===== src/rtl/game_pkg.sv =====
// Shared types and constants for the player movement block.
package game_pkg;

    typedef enum logic [1:0] {IDLE, ARMED, STEP, RECENTER} state_t;

    localparam int NUM_BTN = 5;
    localparam int UP      = 0;
    localparam int LEFT    = 1;
    localparam int RIGHT   = 2;
    localparam int CENTRE  = 3;
    localparam int DOWN    = 4;

    localparam int DEF_SCR_W = 640;
    localparam int DEF_SCR_H = 480;
    localparam int DEF_SPR   = 16;

    // Result of moving one axis: new coordinate and a saturation flag.
    typedef struct packed {
        logic [9:0] pos;
        logic       sat;
    } axis_t;

    // One-axis step with saturation at 0 and lim; opposing requests cancel.
    function automatic axis_t axis_step(input logic [10:0] pos,
                                        input logic [10:0] step,
                                        input logic [10:0] lim,
                                        input logic        dec,
                                        input logic        inc);
        axis_t       r;
        logic [10:0] sum;
        r.pos = pos[9:0];
        r.sat = 1'b0;
        sum   = pos + step;
        if (dec && !inc) begin
            if (pos < step) begin
                r.pos = '0;
                r.sat = 1'b1;
            end else begin
                r.pos = 10'(pos - step);
            end
        end else if (inc && !dec) begin
            if (sum > lim) begin
                r.pos = lim[9:0];
                r.sat = 1'b1;
            end else begin
                r.pos = sum[9:0];
            end
        end
        return r;
    endfunction

endpackage


===== src/rtl/btn_debounce.sv =====
// Two-flop synchroniser followed by a stable-count debouncer for one button.
module btn_debounce #(
    parameter int DB_CYCLES = 1_000_000
) (
    input  logic clk,
    input  logic rst,
    input  logic din,
    output logic dout
);
    localparam int CW = (DB_CYCLES < 2) ? 1 : $clog2(DB_CYCLES + 1);

    logic [1:0]    sync;
    logic [CW-1:0] cnt;

    // Level flips after DB_CYCLES consecutive differing samples; any agreement clears the count.
    always_ff @(posedge clk or negedge rst) begin
        if (!rst) begin
            sync <= '0;
            cnt  <= '0;
            dout <= 1'b0;
        end else begin
            sync <= {sync[0], din};
            if (sync[1] != dout) begin
                if (cnt == CW'(DB_CYCLES - 1)) begin
                    dout <= sync[1];
                    cnt  <= '0;
                end else begin
                    cnt <= cnt + 1'b1;
                end
            end else begin
                cnt <= '0;
            end
        end
    end

endmodule


===== src/rtl/player_move_ctrl.sv =====
// Sprite movement controller: debounced buttons drive a per-frame stepping FSM
// with saturating position arithmetic and a centre (recenter) command.
module player_move_ctrl
    import game_pkg::*;
#(
    parameter int DB_CYCLES = 1_000_000,
    parameter int SCR_W     = DEF_SCR_W,
    parameter int SCR_H     = DEF_SCR_H,
    parameter int SPR       = DEF_SPR
) (
    input  logic       clk,
    input  logic       rst,
    input  logic [4:0] btn,
    input  logic [1:0] sw,
    input  logic       frame_tick,
    output logic [9:0] pos_x,
    output logic [9:0] pos_y,
    output logic       moving,
    output logic       hit_edge
);
    localparam logic [10:0] X_MAX = 11'(SCR_W - SPR);
    localparam logic [10:0] Y_MAX = 11'(SCR_H - SPR);
    localparam logic [9:0]  X_CTR = 10'((SCR_W - SPR) / 2);
    localparam logic [9:0]  Y_CTR = 10'((SCR_H - SPR) / 2);

    logic [NUM_BTN-1:0] db;
    state_t             state, state_nxt;
    logic               ctr_lock;
    logic               dir_any, ctr_req;
    logic [10:0]        step;
    axis_t              ax, ay;

    genvar g;
    generate
        for (g = 0; g < NUM_BTN; g++) begin : g_db
            btn_debounce #(.DB_CYCLES(DB_CYCLES)) u_db (
                .clk  (clk),
                .rst  (rst),
                .din  (btn[g]),
                .dout (db[g])
            );
        end
    endgenerate

    assign dir_any = db[UP] | db[LEFT] | db[RIGHT] | db[DOWN];
    // Centre only fires again after it has been released since the last recenter.
    assign ctr_req = db[CENTRE] & ~ctr_lock;

    // Candidate step for both axes; only committed in the STEP cycle, which samples sw.
    always_comb begin
        step = 11'(sw) + 11'd1;
        ax   = axis_step({1'b0, pos_x}, step, X_MAX, db[LEFT], db[RIGHT]);
        ay   = axis_step({1'b0, pos_y}, step, Y_MAX, db[UP],   db[DOWN]);
    end

    // FSM state register.
    always_ff @(posedge clk or negedge rst) begin
        if (!rst) state <= IDLE;
        else      state <= state_nxt;
    end

    // Next-state logic; centre takes priority over directions.
    always_comb begin
        state_nxt = state;
        case (state)
            IDLE: begin
                if (ctr_req)      state_nxt = RECENTER;
                else if (dir_any) state_nxt = ARMED;
            end
            ARMED: begin
                if (ctr_req)         state_nxt = RECENTER;
                else if (!dir_any)   state_nxt = IDLE;
                else if (frame_tick) state_nxt = STEP;
            end
            STEP:     state_nxt = dir_any ? ARMED : IDLE;
            RECENTER: state_nxt = IDLE;
            default:  state_nxt = IDLE;
        endcase
    end

    // Position, status pulses and centre re-arm lock.
    always_ff @(posedge clk or negedge rst) begin
        if (!rst) begin
            pos_x    <= X_CTR;
            pos_y    <= Y_CTR;
            moving   <= 1'b0;
            hit_edge <= 1'b0;
            ctr_lock <= 1'b0;
        end else begin
            moving   <= 1'b0;
            hit_edge <= 1'b0;
            if (state == STEP) begin
                pos_x    <= ax.pos;
                pos_y    <= ay.pos;
                moving   <= (ax.pos != pos_x) || (ay.pos != pos_y);
                hit_edge <= ax.sat | ay.sat;
            end else if (state == RECENTER) begin
                pos_x  <= X_CTR;
                pos_y  <= Y_CTR;
                moving <= (pos_x != X_CTR) || (pos_y != Y_CTR);
            end
            if (state == RECENTER)  ctr_lock <= 1'b1;
            else if (!db[CENTRE])   ctr_lock <= 1'b0;
        end
    end

endmodule


===== config.mk =====
export PLATFORM = sky130hd
export DESIGN_NAME = player_move_ctrl
export DESIGN_NICKNAME = d
export VERILOG_FILES = /design/src/rtl/game_pkg.sv /design/src/rtl/btn_debounce.sv /design/src/rtl/player_move_ctrl.sv
export SDC_FILE = /design/constraint.sdc
export NUM_CORES = 1
export LEC_CHECK = 0
export ABC_AREA = 1
export ABC_CLOCK_PERIOD_IN_PS = 3650
export CORE_ASPECT_RATIO = 0.7
export CORE_MARGIN = 1.5
export CORE_UTILIZATION = 50
export DETAILED_ROUTE_END_ITERATION = 8
export GPL_ROUTABILITY_DRIVEN = 0
export PLACE_DENSITY_LB_ADDON = 0.15
export SLEW_MARGIN = 10
export SYNTH_ARGS = -nofsm -noshare
export SYNTH_HDL_FRONTEND = slang
export SYNTH_SLANG_ARGS = --single-unit

===== constraint.sdc =====
create_clock -name clk -period 3.65 [get_ports clk]
set_input_delay 0.365 -clock clk [delete_from_list [all_inputs] [get_ports clk]]
set_output_delay 0.365 -clock clk [all_outputs]
set_load 0.01 [all_outputs]

==> results.py <==
metrics = {
    "synthesis": {
        "syn_inst": 1121,
        "synthTopCellsByCount": "nand2_1, nor2_1, inv_1",
        "yosysTopAreaCell": "dfrtp_1",
        "synth.distinct_cells": 52,
        "synth_area_mm2": 0.00868,
        "yosys-top-cells-area": "dfrtp_1, nand2_1, nor2_1",
        "yosysTopAreaCellShare_pct": 38.0,
        "synth_edf_count": 0,
        "syn_nets": 1153,
        "ys_ff_latch": 140,
        "synth_warnings": 0,
        "syn_avg_cell_area_um2": 7.75,
        "yosysMostFrequentCell": "nand2_1",
        "ys_seq_area_share_pct": 40.5,
        "ys.flop_type": "dfrtp_1",
        "ys_async_sr_fraction_pct": 100,
    },
    "worst_hold_path": {
        "hp-class": "in -> async",
    },
    "run": {
        "cap_violations": 0,
    },
    "floorplanning": {
        "die_area_mm2": 0.0182,
        "die_w_um": 161,
        "boundaryPins": 32,
        "row_count": 40,
        "coreArea_mm2": 0.0171,
        "start_util_pct": 50.9,
        "die_h_um": 113,
    },
    "worst_setup_path": {
        "rr_startpoint": "pos_x[0]",
        "crit_top_cell": "nand2_1",
        "crit_chain": "clkdlybuf4s50_1 -> ha_1 -> inv_1 -> fa_1 -> nand2_1 -> nand2_1 -> nor4_2 -> nand3_1 -> nand2_1 -> inv_1 -> nand2_1 -> a21boi_2 -> nor2_1 -> nor2_1 -> nand2_1 -> nor2_2 -> nand3_1 -> nand2_1 -> nand2_1",
        "cp_max_fo": 8,
        "cpPeakStageDelay_ps": 460,
        "startpoint": "sw[0]",
        "slowest_stage": "fa_1",
        "critPathKind": "in -> reg",
        "crit_path_end_kind": "flip-flop",
        "worstSetupStartpointType": "input port",
        "crit_required_ps": 3960,
        "cp.arrival_ps": 3600,
    },
    "power_and_ir_drop": {
        "finalPower_mw": 3.60,
        "cellPowerDensity_mw_per_mm2": 363,
        "irDropWorstVdd_mv": 0.336,
        "total_leakage_power_nw": 4.43,
    },
    "grt": {
        "grt-busiest-layer": "met1",
        "grt_pass1_vias": 6868,
        "grt_pass1_wl_um": 33800,
        "grt_max_degree": 95,
        "grt-ovfl-total": 0,
        "met1_usage_pct": 35.7,
        "antenna_found_initial": 0,
        "use_met3_pct": 5.39,
        "grt.met2_usage_pct": 32.6,
        "grt.total_usage_pct": 23.2,
    },
    "sta": {
        "finalWorstSetupSlack_ps": 359,
        "worst_slew_pin_slew_ps": 881,
        "timing.fmax_mhz": 304,
        "setup_viol": 0,
        "slew_violations": 0,
        "relSlewSlack_pct": 41.3,
        "hold_viol_final": 0,
        "fin_worst_hold_slack_ps": 0.371,
        "fin_crit_sh_pct": 90.2,
        "fin_worst_skew_ps": 10.4,
        "grt_setup_unrepaired": "false",
        "fin_crit_ps": 3290,
    },
    "clocking": {
        "postCtsSetupBuffers": 0,
        "clk_latency_ps": 420,
        "clockBufferDepth": 2,
        "cts_buffers": 17,
        "clk_pin_slew_ps": 60,
        "cts_tree": "built",
        "cts_hold_buf": 0,
        "cts_resized": 0,
        "htree_levels": 4,
        "clockRootBuffer": "clkbuf_16",
        "cts.sinks": 140,
    },
    "layout": {
        "fin_area_mm2": 0.00991,
        "nFillCells": 1548,
        "nets": 1197,
        "final_core_util_pct": 58.1,
        "drive_gt1_share_pct": 13.8,
        "syn_to_final_growth_pct": 14.1,
        "insertedDiodeCount": 0,
    },
    "place": {
        "dpl_cell_area_mm2": 0.00928,
        "preCtsSetupSlack_ps": -17.2,
        "numPortBuffers": 31,
        "dpl.hpwl_um": 14300,
    },
    "drt": {
        "drc_errors": 0,
        "drt-total-wl_um": 19700,
        "routed_via_density": 5.30,
        "wl_per_cell_um": 14.0,
        "drt_iter0_drc": 847,
        "firstDrtPassIters": 8,
        "vias": 7462,
        "ant_nets": 0,
    },
    "run_status": {
        "run_status": "finished clean",
    },
}
-- state kept, by name, indices dropped and copies added (netlist names) --
signal and flops:
ctr_lock 1, g_db.u_db.sync 10, pos_y 10, pos_x 10, hit_edge 1, moving 1
g_db.u_db.dout 5, g_db.u_db.cnt 100, state 2
-- cell usage in the layout, fill, tap and decap left out, types with 8 or more instances in the layout --
cell type | netlist | final
nand2_1 | 208 | 208
ha_1 | 18 | 18
nand2_2 | 28 | 28
inv_1 | 137 | 137
xor2_1 | 27 | 27
nand4_1 | 22 | 22
buf_4 | 7 | 11
o22ai_1 | 12 | 12
nor2_2 | 17 | 17
nor3_2 | 14 | 14
clkdlybuf4s50_1 | 0 | 30
inv_2 | 14 | 14
nor4_1 | 12 | 12
dfstp_2 | 8 | 8
nor2_1 | 139 | 139
xnor2_1 | 13 | 13
clkbuf_16 | 0 | 17
nor3_1 | 39 | 39
a21oi_1 | 43 | 43
nor3b_1 | 13 | 13
nand3_1 | 88 | 88
dfrtp_1 | 132 | 132
o21ai_0 | 38 | 38
-- area by class of cell --
| type | instances | area, um2 | share of cell area (%) |
|---|---|---|---|
| sequential | 140 | 3510 | 35.5 |
| clock inverter | 14 | 205 | 2.07 |
| tap | 231 | 289 | 2.92 |
| inverter | 156 | 586 | 5.91 |
| multi-input combinational | 807 | 4480 | 45.2 |
| clock buffer | 17 | 425 | 4.29 |
| timing repair buffer | 43 | 414 | 4.18 |
-- layer usage --
| metal | wire (um) | share of wire, % | vias to the layer above |
|---|---|---|---|
| met3 | 1390 | 7.0 | 22 |
| met4 | 192 | 0.97 | 0 |
| met1 | 10100 | 51 | 3448 |
| met5 | 0 | 0 | - |
| met2 | 8000 | 41 | 235 |
| li1 | - | - | 3757 |
-- final timing paths --
kind,slack [ps],endpoint,depth (start not counted)
setup / recovery,360,moving,19
hold / removal,0.4,hit_edge,1
setup reg to reg,420,moving,19
hold reg to reg,360,g_db[4].u_db.sync[1],0
max in group asynchronous,2880,pos_x[3],2
min in group clk,360,g_db[4].u_db.sync[1],0
-- power by group --
group | switching, mW | internal (mW) | total (mW)
combinational | 0.0924 | 0.0460 | 0.138
clock | 0.721 | 1.16 | 1.88
sequential | 0.0120 | 1.57 | 1.58
-- worst max-delay path: cells and delay by family --
family                     cells  cell delay (ps)
AOI/OAI and AO/OA              1              190
adders and majority gates      2              830
buffers and inverters          3              710
and+or+nand+nor               13             1490
-- cell families (layout without fill, tap and decap cells) --
group | count (synthesis) | in the layout | synth area share (%)
multiplexers | 5 | 5 | 0.648
buffers and inverters | 174 | 230 | 8.01
AO/OA/AOI/OAI | 125 | 125 | 8.28
flip-flops | 140 | 140 | 40.5
XOR/XNOR | 40 | 40 | 4.03
AND/OR/NAND/NOR | 615 | 615 | 35.1
adder cells (fa/ha/maj) | 22 | 22 | 3.52
-- metrics by stage --
stage,setup TNS (ps),instances
after floorplan,0,1121
after global placement,-16.8,1377
after detailed placement,-17.2,1377
after CTS,0,1408
after global routing,0,1408
final,0,1408
(Power assumes the default switching activity.)
